`src/rtl/gpmc_async_host_engine.sv`:
```
// GPMC asynchronous host engine: executes single/multi-word reads and writes on a
// multiplexed AD bus with per-signal cycle timing, wait stalling and timeout.
module gpmc_async_host_engine #(
  parameter int DW           = 16,
  parameter int LEN_W        = 8,
  parameter int CS_ON        = 0,
  parameter int CS_RD_OFF    = 5,
  parameter int CS_WR_OFF    = 5,
  parameter int ADV_ON       = 0,
  parameter int ADV_RD_OFF   = 2,
  parameter int ADV_WR_OFF   = 2,
  parameter int OE_ON        = 3,
  parameter int OE_OFF       = 6,
  parameter int WE_ON        = 3,
  parameter int WE_OFF       = 5,
  parameter int RD_CYCLE     = 6,
  parameter int WR_CYCLE     = 6,
  parameter int RD_ACCESS    = 5,
  parameter int WR_DATA_ON   = 3,
  parameter int C2C_DELAY    = 1,
  parameter int WAIT_EN      = 0,
  parameter int WAIT_TIMEOUT = 255
) (
  input  logic             clk,
  input  logic             rst,
  input  logic             cmd_valid,
  output logic             cmd_ready,
  input  logic             cmd_write,
  input  logic [DW-1:0]    cmd_addr,
  input  logic [LEN_W-1:0] cmd_len,
  input  logic [DW-1:0]    wr_data,
  output logic             wr_ready,
  output logic [DW-1:0]    rd_data,
  output logic             rd_valid,
  output logic             cmd_done,
  output logic             cmd_err,
  output logic             busy,
  output logic             gpmc_clk,
  output logic             gpmc_csn,
  output logic             gpmc_advn,
  output logic             gpmc_oen,
  output logic             gpmc_wen,
  output logic [1:0]       gpmc_ben,
  output logic [DW-1:0]    gpmc_ad_out,
  output logic             gpmc_ad_oe,
  input  logic [DW-1:0]    gpmc_ad_in,
  input  logic             gpmc_wait
);

  localparam int CMAX_A = (RD_CYCLE > WR_CYCLE) ? RD_CYCLE : WR_CYCLE;
  localparam int CMAX   = (CMAX_A > C2C_DELAY) ? CMAX_A : C2C_DELAY;
  localparam int CW     = $clog2(CMAX + 1);
  localparam int SW     = $clog2(WAIT_TIMEOUT + 2);

  typedef enum logic [1:0] {IDLE, ACCESS, DELAY} state_t;

  state_t           state_q, state_n;
  logic [CW-1:0]    c_q, c_n;
  logic [SW-1:0]    stall_q, stall_n;
  logic [DW-1:0]    addr_q, addr_n, wdata_q, wdata_n;
  logic [LEN_W-1:0] word_q, word_n, len_q;
  logic             write_q, start_q, err_q, err_n;
  logic             accept, word_start, word_end, done_n, sample, freeze, force_prog;
  logic             csn_n, advn_n, oen_n, wen_n, ad_oe_n;
  logic [1:0]       ben_n;
  logic [DW-1:0]    ad_out_n;
  int               cyc, stall_pt, cc;

  function automatic logic in_win(input int c, input int on, input int off);
    return (c >= on) && (c < off);
  endfunction

  assign gpmc_clk = 1'b0;

  always_comb begin
    // NOTE: every signal written here gets a default first so no latch is inferred.
    state_n    = state_q;
    c_n        = c_q;
    stall_n    = stall_q;
    addr_n     = addr_q;
    word_n     = word_q;
    err_n      = err_q;
    wdata_n    = wr_ready ? wr_data : wdata_q;
    accept     = cmd_valid && cmd_ready;
    word_start = 1'b0;
    word_end   = 1'b0;
    done_n     = 1'b0;
    sample     = 1'b0;
    freeze     = 1'b0;
    force_prog = 1'b0;
    cyc        = write_q ? WR_CYCLE : RD_CYCLE;
    stall_pt   = write_q ? (WE_OFF - 1) : (RD_ACCESS - 1);
    cc         = 0;

    unique case (state_q)
      IDLE: begin
        if (start_q) begin
          state_n    = ACCESS;
          c_n        = '0;
          word_start = 1'b1;
        end else if (accept) begin
          addr_n = cmd_addr;
          word_n = '0;
          err_n  = 1'b0;
        end
      end
      ACCESS: begin
        if (WAIT_EN != 0 && int'(c_q) == stall_pt && !gpmc_wait) begin
          if (int'(stall_q) <= WAIT_TIMEOUT) freeze = 1'b1;
          else                               force_prog = 1'b1;
        end
        if (freeze) begin
          stall_n = stall_q + SW'(1);
        end else begin
          stall_n = '0;
          if (force_prog) err_n = 1'b1;
          sample = !write_q && (int'(c_q) == RD_ACCESS - 1);
          if (int'(c_q) == cyc - 1) begin
            if (C2C_DELAY > 0) begin
              state_n = DELAY;
              c_n     = '0;
            end else begin
              word_end = 1'b1;
            end
          end else begin
            c_n = c_q + CW'(1);
          end
        end
      end
      DELAY: begin
        if (int'(c_q) >= C2C_DELAY - 1) word_end = 1'b1;
        else                            c_n = c_q + CW'(1);
      end
      default: state_n = IDLE;
    endcase

    if (word_end) begin
      if (word_q == len_q) begin
        state_n = IDLE;
        done_n  = 1'b1;
      end else begin
        state_n    = ACCESS;
        c_n        = '0;
        addr_n     = addr_q + DW'(1);
        word_n     = word_q + LEN_W'(1);
        word_start = 1'b1;
      end
    end

    // Bus outputs are computed for the cycle being entered, then registered.
    csn_n    = 1'b1;
    advn_n   = 1'b0;
    oen_n    = 1'b1;
    wen_n    = 1'b1;
    ben_n    = 2'b11;
    ad_oe_n  = 1'b1;
    ad_out_n = '0;
    if (state_n == ACCESS) begin
      cc    = int'(c_n);
      ben_n = 2'b00;
      if (write_q) begin
        csn_n    = !in_win(cc, CS_ON, CS_WR_OFF);
        advn_n   = !in_win(cc, ADV_ON, ADV_WR_OFF);
        wen_n    = !in_win(cc, WE_ON, WE_OFF);
        ad_out_n = (cc < WR_DATA_ON) ? addr_n : wdata_n;
      end else begin
        csn_n    = !in_win(cc, CS_ON, CS_RD_OFF);
        advn_n   = !in_win(cc, ADV_ON, ADV_RD_OFF);
        oen_n    = !in_win(cc, OE_ON, OE_OFF);
        ad_oe_n  = (cc < OE_ON);
        ad_out_n = addr_n;
      end
    end
  end

  // NOTE: sequential state uses non-blocking assignments only, so every register
  // samples the pre-edge value of every other register.
  always_ff @(posedge clk) begin
    if (rst) begin
      state_q     <= IDLE;
      c_q         <= '0;
      stall_q     <= '0;
      addr_q      <= '0;
      wdata_q     <= '0;
      word_q      <= '0;
      len_q       <= '0;
      write_q     <= 1'b0;
      start_q     <= 1'b0;
      err_q       <= 1'b0;
      cmd_ready   <= 1'b1;
      busy        <= 1'b0;
      wr_ready    <= 1'b0;
      rd_data     <= '0;
      rd_valid    <= 1'b0;
      cmd_done    <= 1'b0;
      cmd_err     <= 1'b0;
      gpmc_csn    <= 1'b1;
      gpmc_advn   <= 1'b0;
      gpmc_oen    <= 1'b1;
      gpmc_wen    <= 1'b1;
      gpmc_ben    <= 2'b11;
      gpmc_ad_oe  <= 1'b1;
      gpmc_ad_out <= '0;
    end else begin
      state_q     <= state_n;
      c_q         <= c_n;
      stall_q     <= stall_n;
      addr_q      <= addr_n;
      wdata_q     <= wdata_n;
      word_q      <= word_n;
      err_q       <= err_n;
      start_q     <= accept;
      if (accept) begin
        write_q   <= cmd_write;
        len_q     <= cmd_len;
        busy      <= 1'b1;
        cmd_ready <= 1'b0;
      end else if (cmd_done) begin
        busy      <= 1'b0;
        cmd_ready <= 1'b1;
      end
      wr_ready    <= word_start && write_q;
      rd_valid    <= sample;
      if (sample) rd_data <= gpmc_ad_in;
      cmd_done    <= done_n;
      cmd_err     <= done_n && err_n;
      gpmc_csn    <= csn_n;
      gpmc_advn   <= advn_n;
      gpmc_oen    <= oen_n;
      gpmc_wen    <= wen_n;
      gpmc_ben    <= ben_n;
      gpmc_ad_oe  <= ad_oe_n;
      gpmc_ad_out <= ad_out_n;
    end
  end

endmodule
```
`config.mk`:
```
export PLATFORM = sky130hd
export DESIGN_NAME = gpmc_async_host_engine
export DESIGN_NICKNAME = d
export VERILOG_FILES = /design/src/rtl/gpmc_async_host_engine.sv
export SDC_FILE = /design/constraint.sdc
export NUM_CORES = 1
export LEC_CHECK = 0
export CAP_MARGIN = 20
export CORE_MARGIN = 8
export CORE_UTILIZATION = 30
export CTS_BUF_LIST = sky130_fd_sc_hd__clkbuf_4 sky130_fd_sc_hd__clkbuf_8
export DETAILED_ROUTE_END_ITERATION = 10
export MAX_ROUTING_LAYER = met4
export SYNTH_ARGS = -nofsm -noshare
export SYNTH_HDL_FRONTEND = slang
export SYNTH_SLANG_ARGS = --single-unit
```
`constraint.sdc`:
```
create_clock -name clk -period 3.13 [get_ports clk]
set_clock_uncertainty 0.15 [all_clocks]
set_input_delay 0.313 -clock clk [delete_from_list [all_inputs] [get_ports clk]]
set_output_delay 0.313 -clock clk [all_outputs]
set_load 0.02 [all_outputs]
```
==> results list <==
- Maximum number of pins on one net before global-route repair: 42
- Area of the core: 0.0133 mm^2
- Run status: complete, no violations
- Clock latency reported for the late side of the worst-skew pair: 0.37 ns
* Worst path cell trace: xor2_1 > nor4_2 > a21oi_2 > a2111o_1 > buf_4 > o21ai_0 > a21oi_1
* Hold WC Path Type: in -> reg
* Synthesized instance count: roughly 480
- Post-DRT Antenna Nets: 0
- Ant diodes: 0
- After clock tree synthesis, the clock-pin slew on the worst setup and hold paths is 0.10 ns.
* Instance count after placement with tap cells included: 739
- Fin crit share: 0.804
- Flip-flop cell with the highest count after synthesis: sky130_fd_sc_hd__dfxtp_1
* Max-cap violations: 0
* Number of setup buffers added after CTS: 0
* Post-route cell area: roughly 0.0056 mm^2
- The area growth from synthesis to layout is 35.6%.
- Crit end category: flip-flop
- For this design the ratio of total power to cell area is around 500 mW/mm^2.
- The H-tree was split into 3 levels.
* Number of global-route vias before repair: 3393
* Leakage power: ~2.0 nW
- On the worst path, the slowest cell contributes a delay of 0.67 ns.
- Number of buffers and inverters on the critical path: 1
- Die extent in x: 133 um
- Slowest cell on the critical path: sky130_fd_sc_hd__a2111o_1
- The die covers 0.0176 mm^2.
* Gr busiest metal: met2
- Post-route insts no fill: roughly 760
* Port-buffer cells: 104
* Kind of start point of the critical path: flip-flop
* Slack of the worst reg-to-reg path: between 0.6 and 0.7 ns
* Global-route met1 utilization: 0.160
- Met2 track demand over resource: 0.197
- Number of DRC markers after the initial detailed-route iteration: 194
- WL/cell: around 15 um
* Post-Syn Area per Cell: 8.51 um^2
* Commonest cells after routing, fill and taps aside: 103 x sky130_fd_sc_hd__clkdlybuf4s50_1, 100 x sky130_fd_sc_hd__dfxtp_1, 76 x sky130_fd_sc_hd__nand2_1, 53 x sky130_fd_sc_hd__nor2_1, 50 x sky130_fd_sc_hd__a21oi_1
* Worst rel slew slack: 0.508
- At the pin with the least slew margin, the transition time is 0.739 ns.
* Post-cts sizing count: 0
- In this run, synthesis produced a sequential element count of 100.
- Count of nets after finishing: 637
- At the end of routability-driven placement, the weighted congestion stood at 0.812.
* Max frequency: 397 MHz
- The first global-routing pass estimated 17.8 mm of wire.
- The total count of max-transition violations in the final report is 0.
- Most common library cell in the layout ignoring fill and taps: sky130_fd_sc_hd__clkdlybuf4s50_1
- Crit Path Category: reg -> reg
* Via density: about 4.7
* Final setup vio count: 0
- Post-route minimum period: ~2.5 ns
- Number of hold-repair buffers added at the cts stage: 0
* Count of yosys warnings during synthesis: 0
- Along the worst path, the maximum fanout reaches 25.
- TNS Setup: 0 ns
- Data required, critical path: 3.23 ns
* TritonCTS Buffers: 9
- Grouping stages by cell kind, the critical path spends the most delay in compound AO/OA/AOI/OAI gates.
* Met3 layer usage reported by global route: 0.0356
* Count of clock tree sinks: 100
- Routed via count: 3554
* Arrival time of the worst setup path: 2.62 ns
- The routed design has 11.2 mm of wire.
- Of the synthesized area, sequential elements account for 0.489.
* Netlist area before placement: 0.00410 mm^2
- The longest clock path from root to sink contains 2 buffers.
- Maximum vdd ir drop: 0.263 mV
- Of the cells placed in the final design, the portion with a size suffix greater than 1 is 0.0691.
- For this design the top-level I/O count stands at 107.
- Aggregate global-route resource usage: 0.128
* RSZ-0062 raised after global routing: no
* DRC violation count after routing: 0
- The die is about 130 um tall.
- Global route overflow: 0
- CTS tree: yes
* Starting utilization of the core area: 0.308
- Share of flip-flops with an asynchronous set or reset: 0
- The number of nets handed over by synthesis was 544.
* Overall power consumption: 2.75 mW
* HPWL after DPL: ~8.2 mm
* CTS Root Cell: sky130_fd_sc_hd__clkbuf_8
- The pre-antenna-repair detailed-routing pass consisted of 6 iterations.
- The number of hold violations in the final report was 0.
- The synthesized design contains 0 enable-type register cells.
* Antenna violations before repair: 0
- Core Rows: 42
- Placed inst area: ~0.0053 mm^2
- Library cells used by synthesis: 48
[routing by layer]
layer,vias up,share of wire
li1,1834,-
met1,1644,0.48
met2,68,0.48
met5,-,0
met3,8,0.034
met4,0,0.0092
[where the power goes]
part	leakage, nW	switching (mW)	internal (mW)
clock network	0.137	0.456	0.635
logic	1.09	0.153	0.153
registers	0.813	0.0367	1.32
[cell families (layout without fill, tap and decap cells)]
group,Yosys count,in the layout,share of synthesized area
compound gates,107,107,0.154
simple gates,187,187,0.212
xor+xnor,16,16,0.0342
mux,21,21,0.0541
other cells,1,1,0.000916
fa+ha+maj,2,2,0.00611
flops,100,100,0.489
buf+inv,47,145,0.0492
[cells in the mapped netlist, types with 9 or more instances]
master / instances / area, um^2
sky130_fd_sc_hd__nand4_1: 11 / 68.8
sky130_fd_sc_hd__nor2b_1: 9 / 56.3
sky130_fd_sc_hd__clkbuf_1: 21 / 78.8
sky130_fd_sc_hd__o21ai_0: 21 / 105
sky130_fd_sc_hd__nor2_1: 53 / 199
sky130_fd_sc_hd__a21oi_1: 51 / 255
sky130_fd_sc_hd__mux2_2: 9 / 101
sky130_fd_sc_hd__dfxtp_1: 100 / 2000
sky130_fd_sc_hd__nand2_1: 76 / 285
sky130_fd_sc_hd__mux2i_1: 12 / 120
sky130_fd_sc_hd__inv_1: 16 / 60.1
sky130_fd_sc_hd__xor2_1: 11 / 96.3
[stage by stage]
| step | worst slack, ns | hold slack [ns] | util |
|---|---|---|---|
| global placement | 0.644 | 0.278 | 0.397 |
| finish | 0.612 | 0.267 | 0.418 |
| detailed placement | 0.637 | 0.280 | 0.397 |
| CTS | 0.624 | 0.244 | 0.418 |
| global route | 0.465 | 0.277 | 0.418 |
| floorplan | 1.12 | 0.266 | - |
[worst paths after layout]
kind                               endpoint  cells after the start                  start
hold / removal          rd_valid$_SDFF_PP0_                      2                    rst
hold reg to reg            err_q$_SDFF_PP0_                      2       err_q$_SDFF_PP0_
setup reg to reg  gpmc_ad_out[8]$_SDFF_PP0_                      7  len_q[7]$_SDFFE_PP0P_
setup / recovery  gpmc_ad_out[8]$_SDFF_PP0_                      7  len_q[7]$_SDFFE_PP0P_
[flip-flops by register name (all words and copies together), names as in the netlist, 2 cells and up]
register and flops:
addr_q 16, len_q 8, rd_data 16, c_q 3, state_q 2, word_q 8
gpmc_ad_out 16, wdata_q 16
[cell type report]
cell class,instances,area (um^2)
well taps,176,220
flip-flops and latches,100,2000
clock inverters,6,134
clock buffers,10,138
fillers,1308,7740
inverters,16,60.1
repair buffers,113,1100
multi-input cells,334,1900
Power figures use the tool's default switching activity.
